## config.mk

```make
export PLATFORM = sky130hd
export DESIGN_NAME = param_updown_ctr
export DESIGN_NICKNAME = d
export VERILOG_FILES = /design/src/rtl/param_updown_ctr_pkg.sv /design/src/rtl/param_updown_ctr_next_val.sv /design/src/rtl/param_updown_ctr.sv
export SDC_FILE = /design/constraint.sdc
export NUM_CORES = 1
export LEC_CHECK = 0
export ABC_AREA = 1
export CORE_AREA = 2 2 39 41
export CTS_CLUSTER_DIAMETER = 150
export DETAILED_ROUTE_END_ITERATION = 7
export DIE_AREA = 0 0 41 43
export GPL_ROUTABILITY_DRIVEN = 0
export PLACE_DENSITY = 0.74
export RECOVER_POWER = 100
export SYNTH_ARGS = -nofsm -noshare
export SYNTH_HDL_FRONTEND = slang
export SYNTH_SLANG_ARGS = --single-unit
```

## constraint.sdc

```tcl
create_clock -name clk -period 2 [get_ports clk]
set_input_delay 0.4 -clock clk [delete_from_list [all_inputs] [get_ports clk]]
set_output_delay 0.4 -clock clk [all_outputs]
set_load 0.05 [all_outputs]
```

## src/rtl/param_updown_ctr_pkg.sv

```systemverilog
// Shared constants and types for the parameterised up/down counter.
// Direction and mode encodings are used by both the counter and its next-value logic.
package param_updown_ctr_pkg;

  localparam logic DIR_UP   = 1'b1;
  localparam logic DIR_DOWN = 1'b0;

  localparam int MODE_WRAP = 0;
  localparam int MODE_SAT  = 1;

  typedef enum logic [1:0] {
    EVT_NONE = 2'd0,
    EVT_OVF  = 2'd1,
    EVT_UNF  = 2'd2
  } bnd_evt_e;

endpackage

```

## src/rtl/param_updown_ctr_next_val.sv

```systemverilog
// Stateless next-count and boundary-event logic for param_updown_ctr.
// Load beats count; the count clamps or wraps at 0 / MAX_VAL depending on SATURATE.
module ctr_next_val
  import param_updown_ctr_pkg::*;
#(
  parameter int               WIDTH    = 4,
  parameter logic [WIDTH-1:0] MAX_VAL  = {WIDTH{1'b1}},
  parameter int               SATURATE = MODE_WRAP
) (
  input  logic [WIDTH-1:0] ctr_i,
  input  logic             en_i,
  input  logic             dir_i,
  input  logic             load_i,
  input  logic [WIDTH-1:0] l_data_i,
  output logic [WIDTH-1:0] ctr_next_o,
  output bnd_evt_e         evt_o
);

  localparam logic [WIDTH-1:0] ZERO = '0;
  localparam logic [WIDTH-1:0] ONE  = WIDTH'(1);
  localparam bit               SAT  = (SATURATE == MODE_SAT);

  always_comb begin
    ctr_next_o = ctr_i;
    evt_o      = EVT_NONE;
    if (load_i) begin
      // Out-of-range load values are clamped so the count never exceeds MAX_VAL.
      ctr_next_o = (l_data_i > MAX_VAL) ? MAX_VAL : l_data_i;
    end else if (en_i) begin
      if (dir_i == DIR_UP) begin
        if (ctr_i == MAX_VAL) begin
          evt_o      = EVT_OVF;
          ctr_next_o = SAT ? MAX_VAL : ZERO;
        end else begin
          ctr_next_o = ctr_i + ONE;
        end
      end else begin
        if (ctr_i == ZERO) begin
          evt_o      = EVT_UNF;
          ctr_next_o = SAT ? ZERO : MAX_VAL;
        end else begin
          ctr_next_o = ctr_i - ONE;
        end
      end
    end
  end

endmodule

```

## src/rtl/param_updown_ctr.sv

```systemverilog
// Parameterised up/down counter with load, wrap/saturate modes, a boundary pulse
// and sticky overflow/underflow flags. All state lives here; next-value logic is in ctr_next_val.
module param_updown_ctr
  import param_updown_ctr_pkg::*;
#(
  parameter int               WIDTH    = 4,
  parameter logic [WIDTH-1:0] MAX_VAL  = {WIDTH{1'b1}},
  parameter int               SATURATE = MODE_WRAP
) (
  input  logic             clk,
  input  logic             rst,
  input  logic             en,
  input  logic             dir,
  input  logic             load,
  input  logic [WIDTH-1:0] l_data,
  input  logic             clr_flags,
  output logic [WIDTH-1:0] ctr,
  output logic             tc,
  output logic             wrap_p,
  output logic             ovf,
  output logic             unf
);

  logic [WIDTH-1:0] ctr_q, ctr_d;
  logic             wrap_q, wrap_d;
  logic             ovf_q, ovf_d;
  logic             unf_q, unf_d;
  bnd_evt_e         evt;

  ctr_next_val #(
    .WIDTH    (WIDTH),
    .MAX_VAL  (MAX_VAL),
    .SATURATE (SATURATE)
  ) u_next (
    .ctr_i      (ctr_q),
    .en_i       (en),
    .dir_i      (dir),
    .load_i     (load),
    .l_data_i   (l_data),
    .ctr_next_o (ctr_d),
    .evt_o      (evt)
  );

  // A fresh event outranks a same-cycle flag clear.
  always_comb begin
    wrap_d = (evt != EVT_NONE);
    ovf_d  = (evt == EVT_OVF) | (ovf_q & ~clr_flags);
    unf_d  = (evt == EVT_UNF) | (unf_q & ~clr_flags);
  end

  always_ff @(posedge clk or negedge rst) begin
    if (!rst) begin
      ctr_q  <= '0;
      wrap_q <= 1'b0;
      ovf_q  <= 1'b0;
      unf_q  <= 1'b0;
    end else begin
      ctr_q  <= ctr_d;
      wrap_q <= wrap_d;
      ovf_q  <= ovf_d;
      unf_q  <= unf_d;
    end
  end

  assign ctr    = ctr_q;
  assign wrap_p = wrap_q;
  assign ovf    = ovf_q;
  assign unf    = unf_q;
  assign tc     = (dir == DIR_UP) ? (ctr_q == MAX_VAL) : (ctr_q == '0);

endmodule

```

=== Yosys cells after proc, flatten, opt, wreduce, memory -nomap -nowiden ===
Cells that the tools add are included.

* Register bits: 7
* Latch bits: 0
* RAM bits: 0
* Bits in read-only memories: 0
* Bits of input ports: 10
* Output and inout bits: 8
* Word-level logic and storage cells: 30
* Memories kept: 0

* Add/sub/neg operators: 2
* Multiply operators: 0
* Divide/modulo/power cells: 0
* Order comparisons: 1
* Equal/unequal tests: 3
* Shift-type cells: 0
* Multiplexer cells: 12
* Bitwise gates (word level): 5
* Reduce and logical (&&, ||, !) cells: 3

{| class="wikitable"
|+ Operators with widths
! operator !! count
|-
| 2-to-1 mux 4 bit || 6
|-
| 2-to-1 mux 2 bit || 4
|-
| adder 4 x 1 -> 4 bit (second input constant) || 1
|-
| == test 4 bit (second input constant) || 1
|-
| > comparator 4 bit (second input constant) || 1
|-
| logical NOT 4 bit || 1
|-
| nonzero test 2 bit || 2
|-
| subtractor 4 x 1 -> 4 bit (second input constant) || 1
|-
| bitwise AND 1 bit || 2
|-
| == test 2 x 1 -> 1 bit (second input constant) || 1
|-
| == test 2 bit (second input constant) || 1
|-
| 2-to-1 mux 1 bit || 2
|-
| OR 1 bit || 2
|-
| NOT 1 bit || 1
|}

=== Longest topological paths before layout ===
* Depth in word-level cells: 7
* Gate-level depth with buffers: 8
* Depth with buffers taken out: 8

=== Hierarchy ===
Synthesis repeated with hierarchy kept, for this count alone.

* Cell total of the unflattened synthesis: 71
* Area total of the unflattened synthesis: 471.7 um^2

{| class="wikitable"
|+ Modules (own cells, without submodules)
! module !! times used !! cells each !! area each (um^2) !! sequential area each (um^2)
|-
| param_updown_ctr || 1 || 24 || 245.2 || 175.2
|-
| ctr_next_val || 1 || 47 || 226.5 || 0.0
|}

=== Worst setup path before layout ===
Ideal clock, no wire load.

* Kind: reg-to-output
* From: register ctr_q[0], in the netlist ctr[0]
* To: output port tc
* Arrival: 1.526 ns
* Data required time: 1.600 ns
* Path slack: 0.074 ns
* Cell stages (with the launch flop): 7
* Buffers on the path: 0
* Cell sequence: dfrtp_1 > inv_1 > ha_1 > inv_2 > nor2_4 > nand2_2 > nand2_1

* Cells in the longest elaborated chain, start to end: 2
* Elaborated cells on any way between the ends: 3
* Classes of those cells: eq/ne (1); mux (1); reduce/logical (1)

{| class="wikitable"
|+ RTL lines
! what !! line !! source
|-
| start: declaration || param_updown_ctr.sv:24 || <nowiki>logic [WIDTH-1:0] ctr_q, ctr_d;</nowiki>
|-
| start signal: assignment || param_updown_ctr.sv:58 || <nowiki>ctr_q <= ctr_d;</nowiki>
|-
| == test 4 bit or logical NOT 4 bit (tied branches) || param_updown_ctr.sv:69 || <nowiki>assign tc = (dir == DIR_UP) ? (ctr_q == MAX_VAL) : (ctr_q == '0);</nowiki>
|-
| 2-to-1 mux 1 bit (*) || param_updown_ctr.sv:69 ||
|-
| end: declaration || param_updown_ctr.sv:18 || <nowiki>output logic tc,</nowiki>
|}

Mark *: on every way between the ends. The rest lies on a longest branch, timed or not.

=== Worst setup path after layout ===
Ends and elaborated chain as after synthesis.

==> flow_metrics.env <==
export IMPL_run_status="finished, final reports clean"
export IMPL_crit_chain="inv_1 > ha_1 > inv_2 > nor2_4 > nand2_2 > nand2_1 > buf_4"
export IMPL_peakVddDrop_uv=237
export IMPL_core_um2=1380
export IMPL_grt_pass1_vias=403
export IMPL_drive_above_1_share_pct=15.7
export IMPL_hpwl_um=849
export IMPL_maxCapViolCount=0
export IMPL_rsz0062_at_grt="false"
export IMPL_yosysTopAreaCellShare_pct=36.5
export IMPL_cp_max_fo=7
export IMPL_end_kind="primary output"
export IMPL_skew_ps=0.791
export IMPL_hold_path_class="primary input to asynchronous set/reset pin"
export IMPL_track_usage_pct=14.9
export IMPL_final_hold_violation_count=0
export IMPL_tritoncts="done"
export IMPL_r2r_setup_slack_ps=700
export IMPL_synth_top_area_cell="dfrtp_1"
export IMPL_first_iter_violations=12
export IMPL_fill_cells=145
export IMPL_cts_root_buffer="clkbuf_4"
export IMPL_worstPathRequired_ps=1600
export IMPL_cts_buffer_depth=2
export IMPL_grt_first_pass_wirelength_um=1740
export IMPL_synthesis_area_um2=480
export IMPL_grt_max_degree=10
export IMPL_syn_to_final_growth_pct=38.0
export IMPL_die_w_um=41
export IMPL_initial_utilization_pct=34.7
export IMPL_r2r_end="ctr[3]"
export IMPL_syn_area_per_cell_um2=7.75
export IMPL_cts_sinks=7
export IMPL_rows=14
export IMPL_setup_worst_path_start="ctr[0]"
export IMPL_power_leakage_nw=0.328
export IMPL_syn_nets=74
export IMPL_path_class="register to primary output"
export IMPL_fmax_ghz=0.535
export IMPL_setup_tns_ps=0
export IMPL_io_pins=18
export IMPL_min_period_over_period_pct=93.5
export IMPL_first_pass_iters=4
export IMPL_insertion_delay_ps=240
export IMPL_cts_clk_slew_worst_paths_ps=50
export IMPL_ys_warn_count=0
export IMPL_crit_path_top_delay_cell="dfrtp_2"
export IMPL_nets=96
export IMPL_finalCriticalPeriod_ps=1870
export IMPL_drc=0
export IMPL_finalSetupViolations=0
export IMPL_start_kind="register"
export IMPL_max_stage_delay_ps=450
export IMPL_synth_cell_types=21
export IMPL_finalMaxSlewViolations=0
export IMPL_grt_ovfl_total=0
export IMPL_r2r_cells=8
export IMPL_cp_data_arrival_time_ps=1470
export IMPL_cts_resized_gates=0
export IMPL_cts_max_level=1
export IMPL_synthArstFlopShare_pct=100
export IMPL_worstReg2RegStart="ctr[1]"
export IMPL_synth_ff_type="dfrtp_1"
export IMPL_crit_path_end="tc"
export IMPL_ant_nets=0
export IMPL_max_slew_margin_pct=60.9
export IMPL_ys_ff_latch=7
export IMPL_synth_edf_count=0
export IMPL_syn_inst=62
export IMPL_ys_seq_area_share_pct=36.5
export IMPL_wirelength_um=1050
export IMPL_antenna_found_initial=0
export IMPL_cts_inserted_buffers=3
export IMPL_fp_dieArea_um2=1760
export IMPL_numPortBuffers=17
export IMPL_holdBufCountCts=0
export IMPL_via_count=476
export IMPL_utilization_pct=47.9
export IMPL_post_drt_wl_per_cell_um=10.6
export IMPL_tightest_slew_ps=589
export IMPL_synth_area_top_cells="dfrtp_1 36%, nand2_1 12%, inv_1 7.0%, ha_1 5.2%, nand3_1 5.2%"
export IMPL_vias_per_cell=4.81
export IMPL_postCtsSetupRepairBufs=0
export IMPL_power_density_nw_per_um2=719
export IMPL_antenna_diode_count=0
export IMPL_die_y_um=43
power breakdown:
part | leakage [nW] | switching, W | total [W] | internal, W
Clock | 0.0150 | 0.0000461 | 0.000122 | 0.0000757
Combinational | 0.224 | 0.000111 | 0.000173 | 0.0000613
Sequential | 0.0887 | 0.0000276 | 0.000183 | 0.000155
cells in the mapped netlist, types with 2 or more instances:
master   number
nand3_1       5
o21ai_1       2
nand4_1       2
dfrtp_1       7
o22ai_1       2
nor2_2        2
a21oi_1       2
nor2_1        2
ha_1          2
a22oi_1       2
buf_6         2
nand2_1      15
inv_1         9
cell type report:
class                      instances  area (um^2)  share of cell area [%]
multi-input combinational         43          245                    37.0
sequential                         7          176                    26.6
timing repair buffer              19          158                    23.8
inverter                          10         37.5                    5.66
clock buffer                       4         26.3                    3.96
tap                               16         20.0                    3.02
state kept, by name, summed over array words and instances, names as in the netlist:
name    cells
ctr         4
ovf         1
unf         1
wrap_p      1
worst min-delay path by stage:
stage | endpoint | slack, ps | startpoint
global route | unf | 510 | rst
detailed placement | unf | 530 | unf
floorplan | ctr[0] | 100 | rst
finish | ctr[3] | 480 | rst
global placement | unf | 540 | unf
CTS | ctr[3] | 420 | rst
metal layers:
metal  global-route usage [%]  wire length (um)  vias up
met2                     18.4               484       18
met3                     1.57                57        0
met4                     10.0                 0        0
met5                        0                 0        -
li1                         -                 -      246
met1                     23.0               508      212
through the flow:
stage | hold slack (ps) | total power, W | setup WS (ps) | cells | cell area [um^2]
final | 479 | 0.000477 | 130 | 99 | 663
after global routing | 508 | 0.000509 | 28.1 | 99 | 663
after CTS | 415 | 0.000495 | 73.6 | 99 | 689
after detailed placement | 530 | 0.000372 | 205 | 95 | 663
after global placement | 537 | 0.000369 | 232 | 95 | 663
after floorplan | 104 | 0.000310 | 74.4 | 62 | 480
kinds of logic after synthesis:
kind of cell	share of synthesized area (%)
AND/OR/NAND/NOR	28.6
adder cells (fa/ha/maj)	5.21
buffers and inverters	12.5
XOR/XNOR	3.65
AO/OA/AOI/OAI	13.5
flip-flops	36.5
critical path: cells and delay by family, from the launching register on:
kind	cells	cell delay [ps]
flops	1	450
buf+inv	3	370
fa+ha+maj	1	170
simple gates	3	250
cell usage in the layout (no fill, tap or decap), drive strengths merged:
| cell | synthesis | layout |
|---|---|---|
| dlygate4sd3 | 0 | 5 |
| xor2 | 1 | 1 |
| o21ai | 3 | 3 |
| ha | 2 | 2 |
| nand2 | 16 | 16 |
| nand3 | 5 | 5 |
| a21oi | 2 | 2 |
| o22ai | 2 | 2 |
| nand4 | 2 | 2 |
| buf | 2 | 3 |
| nor2 | 5 | 5 |
| or2 | 1 | 1 |
| xnor2 | 1 | 1 |
| dfrtp | 7 | 7 |
| o221ai | 1 | 1 |
| a22oi | 2 | 2 |
| inv | 10 | 10 |
| clkdlybuf4s50 | 0 | 7 |
| clkbuf | 0 | 8 |
(Power assumes the default switching activity.)
